### src/rtl/matrix_read_arbiter_pkg.sv
`default_nettype none
//==============================================================================
// Module   : matrix_read_arbiter_pkg
// Brief    : Shared types and constants for the matrix storage read arbiter
//            and other storage clients.
// Revision : 1.0 - initial release
//==============================================================================
package matrix_read_arbiter_pkg;

   // Arbiter transaction states; the encoding is fixed for debug visibility
   typedef enum logic [1:0] {
      ST_IDLE  = 2'd0,
      ST_ISSUE = 2'd1,
      ST_WAIT  = 2'd2,
      ST_RESP  = 2'd3
   } arb_state_t;

   // Storage read watchdog limit shared by every storage client
   localparam int c_TIMEOUT_DEFAULT = 15;

endpackage
`default_nettype wire

### src/rtl/matrix_read_arbiter_if.sv
`default_nettype none
//==============================================================================
// Module   : matrix_read_arbiter_if
// Brief    : Matrix storage read port bundle. The arbiter drives the request
//            side (master); the storage block answers (slave).
// Revision : 1.0 - initial release
//==============================================================================
interface matrix_read_arbiter_if #(
   parameter int IDX_W  = 4,
   parameter int DIM_W  = 4,
   parameter int DATA_W = 200
);
   logic [IDX_W-1:0]  read_idx;
   logic              read_en;
   logic              read_done;
   logic              read_valid;
   logic [DIM_W-1:0]  read_m;
   logic [DIM_W-1:0]  read_n;
   logic [DATA_W-1:0] read_data;

   modport master (
      output read_idx, read_en,
      input  read_done, read_valid, read_m, read_n, read_data
   );

   modport slave (
      input  read_idx, read_en,
      output read_done, read_valid, read_m, read_n, read_data
   );
endinterface
`default_nettype wire

### src/rtl/matrix_read_arbiter_rr_pick.sv
`default_nettype none
//==============================================================================
// Module   : matrix_read_arbiter_rr_pick
// Brief    : Combinational round-robin picker. Returns the first set request
//            bit at or above ptr, wrapping around; found is low when no bit
//            is set. ptr must be below NUM_REQ.
// Revision : 1.0 - initial release
//==============================================================================
module matrix_read_arbiter_rr_pick #(
   parameter int NUM_REQ = 3,
   parameter int PTR_W   = 2
) (
   input  logic [NUM_REQ-1:0] req,
   input  logic [PTR_W-1:0]   ptr,
   output logic [PTR_W-1:0]   winner,
   output logic               found
);

   logic [PTR_W:0] w_pos;

   // Scan offsets from farthest to nearest so the nearest set bit wins last
   always_comb begin
      winner = '0;
      found  = 1'b0;
      w_pos  = '0;
      for (int off = NUM_REQ - 1; off >= 0; off--) begin
         w_pos = {1'b0, ptr} + (PTR_W + 1)'(off);
         if (w_pos >= (PTR_W + 1)'(NUM_REQ)) begin
            w_pos = w_pos - (PTR_W + 1)'(NUM_REQ);
         end
         if (req[w_pos[PTR_W-1:0]]) begin
            winner = w_pos[PTR_W-1:0];
            found  = 1'b1;
         end
      end
   end

endmodule
`default_nettype wire

### src/rtl/matrix_read_arbiter.sv
`default_nettype none
//==============================================================================
// Module   : matrix_read_arbiter
// Brief    : Round-robin sharing of the single matrix storage read port among
//            NUM_REQ requesters, one outstanding read at a time, with a
//            watchdog that aborts reads the storage never completes.
// Revision : 1.0 - initial release
//==============================================================================
module matrix_read_arbiter
   import matrix_read_arbiter_pkg::*;
#(
   parameter int NUM_REQ = 3,
   parameter int IDX_W   = 4,
   parameter int DIM_W   = 4,
   parameter int DATA_W  = 200,
   parameter int TIMEOUT = c_TIMEOUT_DEFAULT
) (
   input  logic                     clk,
   input  logic                     rst_n,
   input  logic [NUM_REQ-1:0]       req,
   input  logic [NUM_REQ*IDX_W-1:0] req_idx_flat,
   output logic [NUM_REQ-1:0]       grant,
   output logic [NUM_REQ-1:0]       rsp_valid,
   output logic                     rsp_ok,
   output logic [DIM_W-1:0]         rsp_m,
   output logic [DIM_W-1:0]         rsp_n,
   output logic [DATA_W-1:0]        rsp_data,
   output logic                     busy,
   output logic                     err_timeout,
   matrix_read_arbiter_if.master    st
);

   localparam int PTR_W   = (NUM_REQ > 1) ? $clog2(NUM_REQ) : 1;
   localparam int TIMER_W = $clog2(TIMEOUT + 1);

   arb_state_t          r_state;
   arb_state_t          w_next_state;
   logic [PTR_W-1:0]    r_ptr;
   logic [TIMER_W-1:0]  r_timer;
   logic [PTR_W-1:0]    w_winner;
   logic                w_found;
   logic                w_take;
   logic                w_latch_done;
   logic                w_abort;
   logic [IDX_W-1:0]    w_sel_idx;
   logic [PTR_W-1:0]    w_ptr_next;

   logic [NUM_REQ-1:0]  r_grant;
   logic [NUM_REQ-1:0]  r_rsp_valid;
   logic                r_rsp_ok;
   logic [DIM_W-1:0]    r_rsp_m;
   logic [DIM_W-1:0]    r_rsp_n;
   logic [DATA_W-1:0]   r_rsp_data;
   logic                r_busy;
   logic                r_err_timeout;
   logic [IDX_W-1:0]    r_read_idx;
   logic                r_read_en;

   matrix_read_arbiter_rr_pick #(
      .NUM_REQ (NUM_REQ),
      .PTR_W   (PTR_W)
   ) u_rr_pick (
      .req     (req),
      .ptr     (r_ptr),
      .winner  (w_winner),
      .found   (w_found)
   );

   assign w_sel_idx  = IDX_W'(req_idx_flat >> (w_winner * IDX_W));
   assign w_ptr_next = (w_winner == PTR_W'(NUM_REQ - 1)) ? '0 : w_winner + 1'b1;

   // State register
   always_ff @(posedge clk or negedge rst_n) begin
      if (!rst_n) begin
         r_state <= ST_IDLE;
      end else begin
         r_state <= w_next_state;
      end
   end

   // Next-state decode; done beats the watchdog when both land together
   always_comb begin
      w_next_state = r_state;
      w_take       = 1'b0;
      w_latch_done = 1'b0;
      w_abort      = 1'b0;
      case (r_state)
         ST_IDLE: begin
            if (w_found) begin
               w_take       = 1'b1;
               w_next_state = ST_ISSUE;
            end
         end
         ST_ISSUE: begin
            w_next_state = ST_WAIT;
         end
         ST_WAIT: begin
            if (st.read_done) begin
               w_latch_done = 1'b1;
               w_next_state = ST_RESP;
            end else if (r_timer == TIMER_W'(TIMEOUT - 1)) begin
               w_abort      = 1'b1;
               w_next_state = ST_RESP;
            end
         end
         ST_RESP: begin
            w_next_state = ST_IDLE;
         end
         default: begin
            w_next_state = ST_IDLE;
         end
      endcase
   end

   // Registered outputs, arbitration pointer, watchdog timer and result latch
   always_ff @(posedge clk or negedge rst_n) begin
      if (!rst_n) begin
         r_ptr         <= '0;
         r_timer       <= '0;
         r_grant       <= '0;
         r_rsp_valid   <= '0;
         r_rsp_ok      <= 1'b0;
         r_rsp_m       <= '0;
         r_rsp_n       <= '0;
         r_rsp_data    <= '0;
         r_busy        <= 1'b0;
         r_err_timeout <= 1'b0;
         r_read_idx    <= '0;
         r_read_en     <= 1'b0;
      end else begin
         r_read_en     <= w_take;
         r_err_timeout <= w_abort;
         r_busy        <= (w_next_state != ST_IDLE);
         r_rsp_valid   <= (w_latch_done || w_abort) ? r_grant : '0;

         if (w_take) begin
            r_grant    <= NUM_REQ'(1) << w_winner;
            r_read_idx <= w_sel_idx;
            r_ptr      <= w_ptr_next;
         end
         if (r_state == ST_RESP) begin
            r_grant <= '0;
         end

         if (r_state == ST_ISSUE) begin
            r_timer <= '0;
         end else if (r_state == ST_WAIT && !st.read_done) begin
            r_timer <= r_timer + 1'b1;
         end

         if (w_latch_done) begin
            r_rsp_ok   <= st.read_valid;
            r_rsp_m    <= st.read_m;
            r_rsp_n    <= st.read_n;
            r_rsp_data <= st.read_data;
         end else if (w_abort) begin
            r_rsp_ok   <= 1'b0;
            r_rsp_m    <= '0;
            r_rsp_n    <= '0;
            r_rsp_data <= '0;
         end
      end
   end

   assign grant       = r_grant;
   assign rsp_valid   = r_rsp_valid;
   assign rsp_ok      = r_rsp_ok;
   assign rsp_m       = r_rsp_m;
   assign rsp_n       = r_rsp_n;
   assign rsp_data    = r_rsp_data;
   assign busy        = r_busy;
   assign err_timeout = r_err_timeout;
   assign st.read_idx = r_read_idx;
   assign st.read_en  = r_read_en;

endmodule
`default_nettype wire

### src/flat_wrapper.sv
// flat-port wrapper written by rule: the top's interface ports become plain ports
module matrix_read_arbiter_flat import matrix_read_arbiter_pkg::*;
#(
   parameter int NUM_REQ = 3,
   parameter int IDX_W   = 4,
   parameter int DIM_W   = 4,
   parameter int DATA_W  = 200,
   parameter int TIMEOUT = c_TIMEOUT_DEFAULT
)
  (clk, rst_n, req, req_idx_flat, grant, rsp_valid, rsp_ok, rsp_m, rsp_n, rsp_data, busy, err_timeout, st_read_idx, st_read_en, st_read_done, st_read_valid, st_read_m, st_read_n, st_read_data);
  matrix_read_arbiter_if #(.IDX_W(IDX_W), .DIM_W(DIM_W), .DATA_W(DATA_W)) st_i ();
  input  logic clk;
  input  logic rst_n;
  input  logic [NUM_REQ-1:0] req;
  input  logic [NUM_REQ*IDX_W-1:0] req_idx_flat;
  output logic [NUM_REQ-1:0] grant;
  output logic [NUM_REQ-1:0] rsp_valid;
  output logic rsp_ok;
  output logic [DIM_W-1:0] rsp_m;
  output logic [DIM_W-1:0] rsp_n;
  output logic [DATA_W-1:0] rsp_data;
  output logic busy;
  output logic err_timeout;
  output wire logic [$bits(st_i.read_idx)-1:0] st_read_idx;
  output wire logic [$bits(st_i.read_en)-1:0] st_read_en;
  input wire logic [$bits(st_i.read_done)-1:0] st_read_done;
  input wire logic [$bits(st_i.read_valid)-1:0] st_read_valid;
  input wire logic [$bits(st_i.read_m)-1:0] st_read_m;
  input wire logic [$bits(st_i.read_n)-1:0] st_read_n;
  input wire logic [$bits(st_i.read_data)-1:0] st_read_data;
  assign st_read_idx = st_i.read_idx;
  assign st_read_en = st_i.read_en;
  assign st_i.read_done = st_read_done;
  assign st_i.read_valid = st_read_valid;
  assign st_i.read_m = st_read_m;
  assign st_i.read_n = st_read_n;
  assign st_i.read_data = st_read_data;
  matrix_read_arbiter #(.NUM_REQ(NUM_REQ), .IDX_W(IDX_W), .DIM_W(DIM_W), .DATA_W(DATA_W), .TIMEOUT(TIMEOUT)) u_core (.clk(clk), .rst_n(rst_n), .req(req), .req_idx_flat(req_idx_flat), .grant(grant), .rsp_valid(rsp_valid), .rsp_ok(rsp_ok), .rsp_m(rsp_m), .rsp_n(rsp_n), .rsp_data(rsp_data), .busy(busy), .err_timeout(err_timeout), .st(st_i));
endmodule
### config.mk
export PLATFORM = sky130hd
export DESIGN_NAME = matrix_read_arbiter_flat
export DESIGN_NICKNAME = d
export VERILOG_FILES = /design/src/rtl/matrix_read_arbiter_pkg.sv /design/src/rtl/matrix_read_arbiter_if.sv /design/src/rtl/matrix_read_arbiter_rr_pick.sv /design/src/rtl/matrix_read_arbiter.sv /design/src/flat_wrapper.sv
export SDC_FILE = /design/constraint.sdc
export NUM_CORES = 1
export LEC_CHECK = 0
export ABC_CLOCK_PERIOD_IN_PS = 3900
export CORE_AREA = 2 2 176 178
export CTS_CLUSTER_SIZE = 10
export DETAILED_ROUTE_END_ITERATION = 8
export DIE_AREA = 0 0 178 180
export SYNTH_ARGS = -nofsm -noshare
export SYNTH_HDL_FRONTEND = slang
export SYNTH_SLANG_ARGS = --single-unit
### constraint.sdc
create_clock -name clk -period 3.9 [get_ports clk]
set_input_delay 0.78 -clock clk [delete_from_list [all_inputs] [get_ports clk]]
set_output_delay 0.78 -clock clk [all_outputs]
set_load 0.01 [all_outputs]
# After elaboration in Yosys (flattened, before gate mapping)
# Cells that the tools add are included.
[totals]
register_bits = 230
input_bits = 227
out_inout_bits = 222
wordCells = 80
[op_classes]
add_sub_neg = 7
order_cmp = 6
eq_ne = 5
shift = 2
n_mux = 39
reduce_logical = 8
[op_table]
columns = ["cell", "count"]
rows = [
  ["2-to-1 mux 200 bit", 2],
  ["2-to-1 mux 2 bit", 10],
  ["2-to-1 mux 4 bit", 5],
  ["2-to-1 mux 1 bit", 15],
  [">> shifter 12 x 4 -> 4 bit", 1],
  ["< comparator 2 x 3 -> 1 bit, second input constant", 3],
  ["2-to-1 mux 3 bit", 3],
  ["case mux 2 bit (4 select lines)", 1],
  ["nonzero test 2 bit", 4],
  ["binary-select mux 1 bit (select 2 bit)", 3],
  ["equality test 2 bit, second input constant", 3],
  ["greater-or-equal comparator 3 x 2 -> 1 bit, second input constant", 2],
  ["subtractor 2 bit, second input constant", 3],
  ["adder 4 x 1 -> 4 bit, second input constant", 1],
  ["equality test 4 bit, second input constant", 1],
  ["adder 2 x 1 -> 3 bit, second input constant", 1],
  ["adder 2 x 2 -> 3 bit, second input constant", 1],
  ["<< shifter 1 x 2 -> 3 bit, first input constant", 1],
  ["adder 2 x 1 -> 2 bit, second input constant", 1],
  ["equality test 2 x 1 -> 1 bit, second input constant", 1],
  ["greater-or-equal comparator 2 bit, second input constant", 1],
  ["zero test 2 bit", 1],
  ["logical AND 1 bit", 1],
  ["zero test 1 bit", 1],
  ["logical OR 1 bit", 1],
]

# Logic depth before layout (Yosys ltp)
# Gate-level depths: netlist of the first run.
[logic_depth]
depth_word = 12
ltp_mapped = 10
depth_no_buf = 9

# Modules after synthesis
# Synthesis of the first run repeated with hierarchy kept, for this count alone.
[hier_totals]
cells_unflattened = 587
area_unflattened_um2 = 8607.0
[modules_own_cells]
columns = ["module", "n_inst", "cells_each", "area_per_inst_um2", "seq_area_each_um2"]
rows = [
  ["matrix_read_arbiter", 1, 558, 8384.3, 5755.5],
  ["matrix_read_arbiter_rr_pick", 1, 29, 222.7, 0.0],
]

# Least setup slack after synthesis of the first run
# Ideal clock, no wire load.
[synth_timing]
kind = "in2reg"
start = "input port req[1]"
end = "register u_core.r_grant[0], in the netlist u_core.grant[0]"
setup_ps = 95
arrival_time_ps = 1973
required_time_ps = 3805
slack_ps = 1831
path_stages = 7
path_buffers = 0
path_cell_list = "a221oi_2 -> a32oi_1 -> or3_4 -> nand2_4 -> inv_2 -> or3_1 -> o31ai_1"
[synth_via]
elab_chain_len = 8
elab_cells_between_ends = 18
cone_classes = "shift (1); mux (16); reduce/logical (1)"
[synth_lines]
columns = ["item", "line_no", "source"]
rows = [
  ["from (decl)", "flat_wrapper.sv:14", "input logic [NUM_REQ-1:0] req;"],
  ["binary-select mux 1 bit (select 2 bit)", "matrix_read_arbiter_rr_pick.sv:31", "if (req[w_pos[PTR_W-1:0]]) begin"],
  ["2-to-1 mux 1 bit (implied by the code)", "matrix_read_arbiter_rr_pick.sv:31", ""],
  ["2-to-1 mux 1 bit (2 in series)", "matrix_read_arbiter_rr_pick.sv:31", ""],
  ["2-to-1 mux 1 bit (*)", "matrix_read_arbiter_rr_pick.sv:31", ""],
  ["2-to-1 mux 1 bit (*)", "matrix_read_arbiter.sv:89", "if (w_found) begin"],
  ["2-to-1 mux 1 bit (*)", "matrix_read_arbiter.sv:87", "case (r_state)"],
  ["net u_core.w_take", "matrix_read_arbiter.sv:42", "logic w_take;"],
  ["nonzero test 2 bit (no line) (*)", "n/a", ""],
  ["to (signal assigned)", "matrix_read_arbiter.sv:137", "r_grant <= NUM_REQ'(1) << w_winner;"],
  ["to (decl)", "matrix_read_arbiter.sv:48", "logic [NUM_REQ-1:0] r_grant;"],
]
# Mark *: on every way through the listed nets, which the timed path passes. The rest lies on a longest branch. The select of a mux whose other input is x is not followed.
# A chain may end at the register's enable or synchronous reset.

# Worst setup path after layout of the first run
[layout_timing]
start = "register u_core.r_ptr[1]"
end = "register u_core.r_grant[0], in the netlist u_core.grant[0]"
[layout_via]
elab_chain_len = 11
elab_cells_between_ends = 29
cone_classes = "add/sub (5); order compare (3); shift (1); mux (19); reduce/logical (1)"
[layout_lines]
columns = ["item", "line_no", "source"]
rows = [
  ["from (decl)", "matrix_read_arbiter.sv:38", "logic [PTR_W-1:0] r_ptr;"],
  ["from (signal assigned)", "matrix_read_arbiter.sv:139", "r_ptr <= w_ptr_next;"],
  ["adder 2 x 2 -> 3 bit", "matrix_read_arbiter_rr_pick.sv:27", "w_pos = {1'b0, ptr} + (PTR_W + 1)'(off);"],
  ["greater-or-equal comparator 3 x 2 -> 1 bit / subtractor 2 bit (equally long branches)", "matrix_read_arbiter_rr_pick.sv:28, matrix_read_arbiter_rr_pick.sv:29", ""],
  ["2-to-1 mux 2 bit", "matrix_read_arbiter_rr_pick.sv:28", "if (w_pos >= (PTR_W + 1)'(NUM_REQ)) begin"],
  ["binary-select mux 1 bit (select 2 bit)", "matrix_read_arbiter_rr_pick.sv:31", ""],
  ["2-to-1 mux 1 bit (implied by the code)", "matrix_read_arbiter_rr_pick.sv:31", ""],
  ["2-to-1 mux 1 bit (2 in series)", "matrix_read_arbiter_rr_pick.sv:31", ""],
  ["2-to-1 mux 1 bit (*)", "matrix_read_arbiter_rr_pick.sv:31", ""],
  ["2-to-1 mux 1 bit (*)", "matrix_read_arbiter.sv:89", ""],
  ["2-to-1 mux 1 bit (*)", "matrix_read_arbiter.sv:87", ""],
  ["net u_core.w_take", "matrix_read_arbiter.sv:42", ""],
  ["nonzero test 2 bit (no line) (*)", "n/a", ""],
]
# Marks and branches as above.

==> summary.md, run 1 <==
| Metric | Value |
|---|---|
| Avg WL per Cell | 19.7 um |
| # fillers | 2712 |
| Crit path kind | flop to flop |
| Worst-Skew Late Latency | 550 ps |
| PostCTS Resize Cnt | 0 |
| Post-Route Utilization | 0.474 |
| Synth Net Count | 839 |
| Max cap viols | 0 |
| Period utilization | 0.662 |
| Final WL | 28400 um |
| DRT Pass-1 Iters | 4 |
| Launch point of the worst path | u_core.r_ptr[1]$_DFFE_PN0P_ |
| Final min period | 2580 ps |
| Cells after Synth | 601 |
| Gpl congestion | 0.816 |
| Post-synth EDFFs | 0 |
| Post-Place Worst Slack | 951 ps |
| First-pass GRT wire length | 43000 um |
| CP required | 4350 ps |
| Critical path's largest stage delay | 470 ps |
| Core area | 0.0302 mm^2 |
| Critical path's top delay family | simple AND/OR/NAND/NOR gates |
| Clock root buffer | clkbuf_16 |
| Fin. max-slew vios | 0 |
| Ys flop type | dfrtp_1 |
| Crit path DAT | 3030 ps |
| Initial antenna violation count | 3 |
| Chip width | 178 um |
| Die footprint | 0.0320 mm^2 |
| Largest net degree at the start of global routing | 130 |
| Final hold vios | 0 |
| Distinct cells, synth | 40 |
| Setup total negative slack | 0 ps |
| Final setup violating endpoints | 0 |
| Clk slew on worst S/H paths | 60 ps |
| Worst slew pin tran | 727 ps |
| Rel. slew slack | 0.515 |
| Async S/R FF share, synth | 1.00 |
| PortBufs | 448 |
| Clk buf depth | 3 |
| Htree depth | 1 |
| Vias in the first global route | 7257 |
| DRT iter0 DRCs | 222 |
| Highest-delay cell along the critical path | ha_1 |
| # rows | 64 |
| GRT Overall Usage | 0.170 |
| Synthesized cell area | 0.00855 mm^2 |
| Via count | 6946 |
| RSZ-0062 raised after global routing | false |
| DRT antenna net count | 0 |
| Crit-path max FO | 15 |
| Pleak | 0.00614 uW |
| Mean area per synthesized cell | 14.2 um^2 |
| Cts hold-fix bufs | 0 |
| Sequential Power Share | 0.347 |
| Sequential fraction of the synthesis area | 0.673 |
| Final WS setup | 1320 ps |
| Number of buffers created by CTS | 28 |
| Worst VDD drop | 386 uV |
| TritonCTS clock tree | built |
| CP Cell Sequence | inv_1, ha_1, nand2b_1, a21oi_1, or3_4, nand2_4, inv_2, or3_1, o31ai_1 |
| CP endpoint kind | flop |
| Vias per cell | 4.80 |
| Pwr Density | 833 mW/mm^2 |
| Yosys reg bits | 230 |
| Skew final | 19.0 ps |
| Synth Warn # | 0 |
| Nets | 1277 |
| Grt ovf | 0 |
| DRC Markers | 0 |
| Starting Density | 0.283 |
| Reg2reg start | u_core.r_ptr[1]$_DFFE_PN0P_ |
| P_int | 8050 uW |
| Cell taking the most area after synthesis | dfrtp_1 |
| Outcome | finished clean |
| Postcts setup bufs | 0 |
| Share of layout cells above drive strength 1 | 0.0534 |
| Nature of the critical path startpoint | flop |
| Top-area cell type share of the netlist area | 0.673 |
| F_max | 387 MHz |
| Switching Share | 0.325 |
| Hpwl dp | 20200 um |
| Logic pwr share | 0.455 |
| NetSw | 3870 uW |
| DIE HEIGHT | 180 um |
| Area Growth Syn to Fin | 67.4% |
| Synth top area cells | dfrtp_1 (67%), a22o_1 (21%), clkbuf_1 (1.9%) |
| CP Buf/Inv Count | 2 |
| Hold/Removal Path Class | input port to async pin |
| Clock sink count | 230 |
| Total I/O pin count | 449 |
| Clock share of power | 0.198 |
-- per-stage QoR --
stage                     total power [uW]  hold WS, ps  area [um^2]  instances
after floorplan                       6560          484         8550        601
after global routing                 12700          239        14300       1446
after global placement                9590          487        13500       1405
after CTS                            12100          218        14300       1445
after detailed placement              9640          482        13500       1405
final                                11900          204        14300       1446
-- cell usage in the layout, fill, tap and decap left out, types with 2 or more instances in the layout --
cell / synthesis / layout
clkbuf_8: 0 / 5
nand2b_1: 3 / 3
buf_4: 0 / 3
mux2_1: 2 / 2
ha_1: 11 / 11
nand2_1: 10 / 10
dfrtp_1: 230 / 230
mux2i_1: 5 / 5
nand4_1: 3 / 3
inv_1: 11 / 11
clkbuf_1: 44 / 5
o31ai_1: 6 / 6
xor2_1: 2 / 2
a211oi_1: 6 / 6
a22o_1: 209 / 209
clkdlybuf4s50_1: 0 / 447
mux2_2: 3 / 3
nor2b_1: 3 / 3
or2_1: 2 / 2
a21oi_1: 9 / 9
nor2_1: 17 / 17
clkbuf_16: 0 / 28
buf_12: 0 / 6
-- state kept, by name, summed over array words and instances (netlist names) --
name,count
u_core.rsp_m,4
u_core.r_ptr,2
u_core.busy,1
u_core.st.read_idx,4
u_core.rsp_valid,3
u_core.rsp_data,200
u_core.r_state,2
u_core.st.read_en,1
u_core.grant,3
u_core.rsp_ok,1
u_core.err_timeout,1
u_core.r_timer,4
u_core.rsp_n,4
-- cell usage after synthesis (all sizes together), types with 2 or more instances --
| library cell | n |
|---|---|
| inv | 12 |
| clkbuf | 44 |
| xor2 | 2 |
| nand4 | 3 |
| a21oi | 9 |
| a211oi | 6 |
| dfrtp | 230 |
| ha | 11 |
| a22o | 209 |
| nand2 | 11 |
| o31ai | 6 |
| and2 | 2 |
| or3 | 2 |
| nor2 | 18 |
| buf | 5 |
| or2 | 2 |
| nor2b | 3 |
| mux2i | 5 |
| mux2 | 5 |
| nand2b | 3 |
-- layer usage --
layer / share of wire / vias to the layer above / GRT usage
met2: 0.48 / 305 / 0.289
met3: 0.098 / 41 / 0.0575
met1: 0.40 / 3445 / 0.206
li1: - / 3151 / -
met4: 0.020 / 4 / 0.0459
met5: 0.00095 / - / 0
-- worst reg2reg max path: stages, from the launching register on --
cell	delay, ps
dfrtp_1	400
inv_1	110
ha_1	470
nand2b_1	220
a21oi_1	230
or3_4	460
nand2_4	170
inv_2	60
or3_1	310
o31ai_1	70
-- worst paths after layout --
path | to | slack [ps] | depth (start not counted)
min in group clk | u_core.rsp_data[88]$_DFFE_PN0N_ | 500 | 1
hold reg to reg | u_core.rsp_data[88]$_DFFE_PN0N_ | 500 | 1
max in group asynchronous | u_core.rsp_data[88]$_DFFE_PN0N_ | 2690 | 2
setup reg to reg | u_core.grant[0]$_DFFE_PN0P_ | 1320 | 9
setup / recovery | u_core.grant[0]$_DFFE_PN0P_ | 1320 | 9
hold / removal | u_core.rsp_data[167]$_DFFE_PN0N_ | 200 | 1
-- cell type report --
class                      count  area [um^2]  area share
sequential                   230         5760       0.402
timing repair buffer         457         4630       0.324
multi-input combinational    310         2570       0.179
clock buffer                  38          788      0.0551
tap                          396          495      0.0346
inverter                      12         45.0     0.00315
clock inverter                 2         23.8     0.00166
antenna                        1         2.50    0.000175
-- kinds of logic after synthesis --
logic type,count (synthesis),synth area share
AO/OA/AOI/OAI,240,0.240
flip-flops,230,0.673
buffers and inverters,61,0.0280
AND/OR/NAND/NOR,46,0.0272
adder cells (fa/ha/maj),11,0.0161
multiplexers,10,0.0124
XOR/XNOR,3,0.00307
-- power by group through the flow --
stage / sequential, uW / combinational (uW) / clock, uW
4_1_cts: 4150 / 5500 / 2430
2_1_floorplan: 4600 / 1960 / 0
5_1_grt: 4290 / 5840 / 2540
6_report: 4140 / 5430 / 2350
3_3_place_gp: 4150 / 5440 / 0
3_5_place_dp: 4150 / 5490 / 0
No activity file was read; power rests on OpenSTA's default activity.
==> run 2, diff against run 1 <==
- ABC_CLOCK_PERIOD_IN_PS: 3900 -> 2500
- CORE_AREA: 2 2 176 178 -> 2 2 173 175
- DIE_AREA: 0 0 178 180 -> 0 0 175 177
- clock period: 3.9 -> 2.5 ns (I/O delays scaled with it)
==> run 2 against run 1 <==
Compared with the run above:
- final area is 1.0% higher
- register-to-register slack got worse by 1100 ps
- critical path depth down 1
- final cell count rose by 0.14%
- power rose by 58%
- fmax increased by 13%
- clock skew decreased by 4.8 ps
- utilization increased by 2.0 points
- critical path type unchanged
- combinational power grew 60%
- global-route usage is 0.36 points higher
- first-iteration DRC count rose by 48%
- clock-buffer cell count decreased by 5
==> summary.md, run 2 (synthesized netlist as in run 1, its figures left out) <==
| Metric | Value |
|---|---|
| Outcome | finished clean |
| Vias per cell | 4.80 |
| DIE HEIGHT | 177 um |
| Final hold vios | 0 |
| NetSw | 6100 uW |
| Skew final | 14.2 ps |
| CP required | 2910 ps |
| Final setup violating endpoints | 0 |
| Placed inst area | 0.0136 mm^2 |
| TritonCTS clock tree | built |
| Period utilization | 0.911 |
| Avg WL per Cell | 19.6 um |
| First-pass GRT wire length | 42600 um |
| Rel. slew slack | 0.718 |
| Nets | 1288 |
| Clock sink count | 230 |
| DRT antenna net count | 0 |
| Via count | 6955 |
| Hold/Removal Path Class | input port to async pin |
| Crit path kind | flop to flop |
| DRT Pass-1 Iters | 4 |
| Clock share of power | 0.197 |
| DRT iter0 DRCs | 329 |
| Largest net degree at the start of global routing | 78 |
| Sequential Power Share | 0.343 |
| Max reg flops | 200 |
| Vias in the first global route | 7180 |
| Nature of the critical path startpoint | flop |
| FF-to-FF setup slack | 220 ps |
| Final min period | 2280 ps |
| Most common cell after layout, fill and taps aside | clkdlybuf4s50_1 |
| Grt ovf | 0 |
| P_int | 12800 uW |
| Final WL | 28400 um |
| Worst slew pin tran | 423 ps |
| CP endpoint kind | flop |
| Switching Share | 0.323 |
| Hpwl dp | 20300 um |
| Die footprint | 0.0310 mm^2 |
| Post-Route Utilization | 0.494 |
| Max cap viols | 0 |
| Initial antenna violation count | 1 |
| Worst VDD drop | 658 uV |
| Clock root buffer | clkbuf_16 |
| Total I/O pin count | 449 |
| Worst Hold Margin | 487 ps |
| Logic pwr share | 0.460 |
| PortBufs | 448 |
| Chip width | 175 um |
| Core area | 0.0292 mm^2 |
| Htree depth | 1 |
| Fin area | 0.0145 mm^2 |
| Clk slew on worst S/H paths | 60 ps |
| Inst Count DP | 1409 |
| Number of buffers created by CTS | 28 |
| Crit-path max FO | 6 |
| Starting Density | 0.292 |
| Crit path DAT | 2690 ps |
| DRC Markers | 0 |
| Pleak | 0.00623 uW |
| Fin. max-slew vios | 0 |
| Post-route insts no fill | 1448 |
| Cell count of the worst reg-to-reg path | 8 |
| Area Growth Syn to Fin | 69.1% |
| Most frequent cells in the layout | clkdlybuf4s50_1 (447), dfrtp_1 (230), a22o_1 (209), clkbuf_16 (29), nor2_1 (17) |
| F_max | 439 MHz |
| Gpl congestion | 0.795 |
| Clk buf depth | 3 |
| Pwr Density | 1300 mW/mm^2 |
| Worst-Skew Late Latency | 530 ps |
| # rows | 63 |
| Setup total negative slack | 0 ps |
| Share of layout cells above drive strength 1 | 0.0634 |
| GRT Overall Usage | 0.174 |
| RSZ-0062 raised after global routing | false |
## run 2: through the flow
step           worst slack [ps]  power, uW
6_report                    221      18900
5_1_grt                    98.4      20000
4_1_cts                     230      19100
3_5_place_dp               2.10      15300
3_3_place_gp               64.9      15200
2_1_floorplan               477      10200
## run 2: final timing paths
path                                                        start                                end
worst min register to register  u_core.st.read_idx[1]$_DFFE_PN0P_  u_core.st.read_idx[1]$_DFFE_PN0P_
worst max register to register        u_core.r_ptr[0]$_DFFE_PN0P_  u_core.st.read_idx[2]$_DFFE_PN0P_
worst min-delay path                                        rst_n   u_core.rsp_data[197]$_DFFE_PN0N_
worst max-delay path                  u_core.r_ptr[0]$_DFFE_PN0P_  u_core.st.read_idx[2]$_DFFE_PN0P_
max in group asynchronous                                   rst_n   u_core.rsp_data[102]$_DFFE_PN0N_
min in group clk                u_core.st.read_idx[1]$_DFFE_PN0P_  u_core.st.read_idx[1]$_DFFE_PN0P_
## run 2: layer usage
metal / GRT usage / wire (um)
met2: 0.297 / 14000
met4: 0.0382 / 457
met1: 0.217 / 11600
met5: 0 / 0
met3: 0.0552 / 2390
## run 2: repair_timing
item,CTS,global route
gates resized for setup,0,0
hold buffers,1,0
setup endpoints to repair,0,0
endpoints found under the hold margin,47,0
setup buffers,0,0
## run 2: cell type report
cell class / count / area [um^2]
fillers: 2551 / 14800
flip-flops and latches: 230 / 5760
repair buffers: 468 / 4780
multi-input cells: 310 / 2570
clock buffers: 33 / 771
well taps: 390 / 488
clock inverters: 4 / 45.0
inverters: 12 / 45.0
diodes: 1 / 2.50
## run 2: critical path, cell delays in order, from the launching register on
cell and delay (ps):
dfrtp_1 390, inv_1 80, ha_1 370, inv_1 90, or2_1 110, o311a_1 310
mux2_2 370, a211oi_1 300, o31ai_1 120
## run 2: power groups by stage
stage	Clock [uW]	Sequential (uW)	Combinational (uW)
floorplan	0	7170	3060
global placement	0	6490	8690
detailed placement	0	6490	8760
CTS	3840	6480	8800
global route	3990	6690	9290
finish	3710	6470	8670
==> run 3, diff against run 2 <==
==> constraint.sdc (replaced) <==
create_clock -name clk -period 2.5 [get_ports clk]
set_input_delay 0.75 -clock clk [delete_from_list [all_inputs] [get_ports clk]]
set_output_delay 0.75 -clock clk [all_outputs]
set_load 0.01 [all_outputs]
==> run 3 against run 2 <==
Compared with the run above:
- power decreased by 0.62%
- final area increased by 0.27%
- die area unchanged
- via count decreased by 1.1%
- critical path depth increased by 2
- worst hold slack got worse by 390 ps
- first-iteration DRC count decreased by 19%
- non-clock buffer count increased by 9
- largest cell class unchanged
- largest power group unchanged
==> summary.md, run 3 (synthesized netlist as in run 1, its figures left out) <==
| Metric | Value |
|---|---|
| Total I/O pin count | 449 |
| Period utilization | 0.910 |
| Most frequent cells in the layout | clkdlybuf4s50_1 (447), dfrtp_1 (230), a22o_1 (209), clkbuf_16 (27), nor2_1 (17) |
| GRT Overall Usage | 0.175 |
| Area Growth Syn to Fin | 69.5% |
| Initial antenna violation count | 3 |
| Largest net degree at the start of global routing | 56 |
| Most common cell after layout, fill and taps aside | clkdlybuf4s50_1 |
| TritonCTS clock tree | built |
| Outcome | finished clean |
| Critical Path Sink | u_core.grant[0]$_DFFE_PN0P_ |
| Crit path kind | flop to flop |
| Final hold vios | 0 |
| DRT Pass-1 Iters | 4 |
| Nature of the critical path startpoint | flop |
| Hold/Removal Path Class | input port to async pin |
| Clk slew on worst S/H paths | 60 ps |
| Avg WL per Cell | 19.5 um |
| Die footprint | 0.0310 mm^2 |
| DRT iter0 DRCs | 265 |
| Pwr Density | 1290 mW/mm^2 |
| Max reg flops | 200 |
| First-pass GRT wire length | 42900 um |
| CP required | 2920 ps |
| Chip width | 175 um |
| Inst Count DP | 1419 |
| Skew final | 15.3 ps |
| Grt ovf | 0 |
| Reg2reg start | u_core.r_ptr[1]$_DFFE_PN0P_ |
| Via count | 6876 |
| Final min period | 2270 ps |
| Final setup violating endpoints | 0 |
| Crit-path max FO | 7 |
| Setup total negative slack | 0 ps |
| Starting Density | 0.292 |
| Cell count of the worst reg-to-reg path | 10 |
| Htree depth | 1 |
| Tot Pwr | 18700 uW |
| Core area | 0.0292 mm^2 |
| Clock root buffer | clkbuf_16 |
| Number of buffers created by CTS | 27 |
| Post-route insts no fill | 1456 |
| Worst Hold Margin | 99.0 ps |
| Hpwl dp | 20400 um |
| DRC Markers | 0 |
| Max cap viols | 0 |
| CP Cell Sequence | inv_1, ha_1, buf_4, a221oi_2, a32oi_1, or3_4, nand2_4, inv_2, or3_1, o31ai_1 |
| Final WL | 28400 um |
| Gpl congestion | 0.775 |
| Highest-delay cell along the critical path | or3_4 |
| Worst-Skew Late Latency | 530 ps |
| Vias per cell | 4.72 |
| PortBufs | 448 |
| DIE HEIGHT | 177 um |
| Rel. slew slack | 0.753 |
| F_max | 440 MHz |
| Worst VDD drop | 536 uV |
| # fillers | 2562 |
| Share of layout cells above drive strength 1 | 0.0687 |
| PostCTS Resize Cnt | 0 |
| CP Buf/Inv Count | 3 |
| RSZ-0062 raised after global routing | false |
| Critical path's top delay family | simple AND/OR/NAND/NOR gates |
| Postcts setup bufs | 0 |
| Vias in the first global route | 7217 |
| Clk buf depth | 3 |
| Worst slew pin tran | 370 ps |
| Cts hold-fix bufs | 0 |
| FF-to-FF setup slack | 230 ps |
| Crit path DAT | 2700 ps |
| Launch point of the worst path | u_core.r_ptr[1]$_DFFE_PN0P_ |
| Clock sink count | 230 |
| Critical Path Stages | 10 |
| CP endpoint kind | flop |
| Critical path's largest stage delay | 430 ps |
| DRT antenna net count | 0 |
| Fin. max-slew vios | 0 |
| R2r endpoint | u_core.grant[0]$_DFFE_PN0P_ |
| Pleak | 0.00625 uW |
| Nets | 1296 |
| # rows | 63 |
run 3: cell count changes in the layout (fill, tap and decap cells not counted):
cell | before | now
buf_12 | 11 | 14
buf_4 | 8 | 15
bufinv_16 | 1 | 0
clkbuf_1 | 1 | 2
clkbuf_16 | 29 | 27
clkbuf_8 | 3 | 4
clkinv_2 | 3 | 0
diode_2 | 1 | 3
dlygate4sd3_1 | 1 | 0
inv_6 | 0 | 1
run 3: worst min path at each step:
stage	cells after the start	end	from	slack (ps)
after floorplan	0	u_core.busy$_DFF_PN0_	rst_n	450
after global placement	2	u_core.st.read_idx[2]$_DFFE_PN0P_	u_core.st.read_idx[2]$_DFFE_PN0P_	480
after detailed placement	2	u_core.st.read_idx[2]$_DFFE_PN0P_	u_core.st.read_idx[2]$_DFFE_PN0P_	480
after CTS	1	u_core.rsp_data[153]$_DFFE_PN0N_	rst_n	90
after global routing	1	u_core.rsp_data[182]$_DFFE_PN0N_	rst_n	100
final	1	u_core.rsp_data[182]$_DFFE_PN0N_	rst_n	100
run 3: report_power, final:
| group | internal [uW] | switching, uW |
|---|---|---|
| Clock | 2030 | 1440 |
| Combinational | 5160 | 3600 |
| Sequential | 5460 | 1030 |
run 3: through the flow:
stage,util,setup slack (ps),cell area (um^2)
detailed placement,0.470,-220,13700
floorplan,-,461,8550
finish,0.496,225,14500
global placement,0.470,-183,13700
CTS,0.495,190,14500
global route,0.496,80.8,14500
run 3: cell type report:
type | count | area (um^2) | share of cell area
Inverter | 12 | 45.0 | 0.00311
Antenna cell | 3 | 7.51 | 0.000518
Sequential cell | 230 | 5760 | 0.397
Multi-Input combinational cell | 310 | 2570 | 0.177
Timing Repair Buffer | 477 | 4880 | 0.337
Clock buffer | 33 | 738 | 0.0509
Clock inverter | 1 | 8.76 | 0.000604
Tap cell | 390 | 488 | 0.0337
run 3: per-layer routing:
metal  track usage  part of all wire
met5             0                 0
met2         0.290              0.49
met3        0.0537             0.087
met1         0.223              0.41
met4        0.0483             0.015
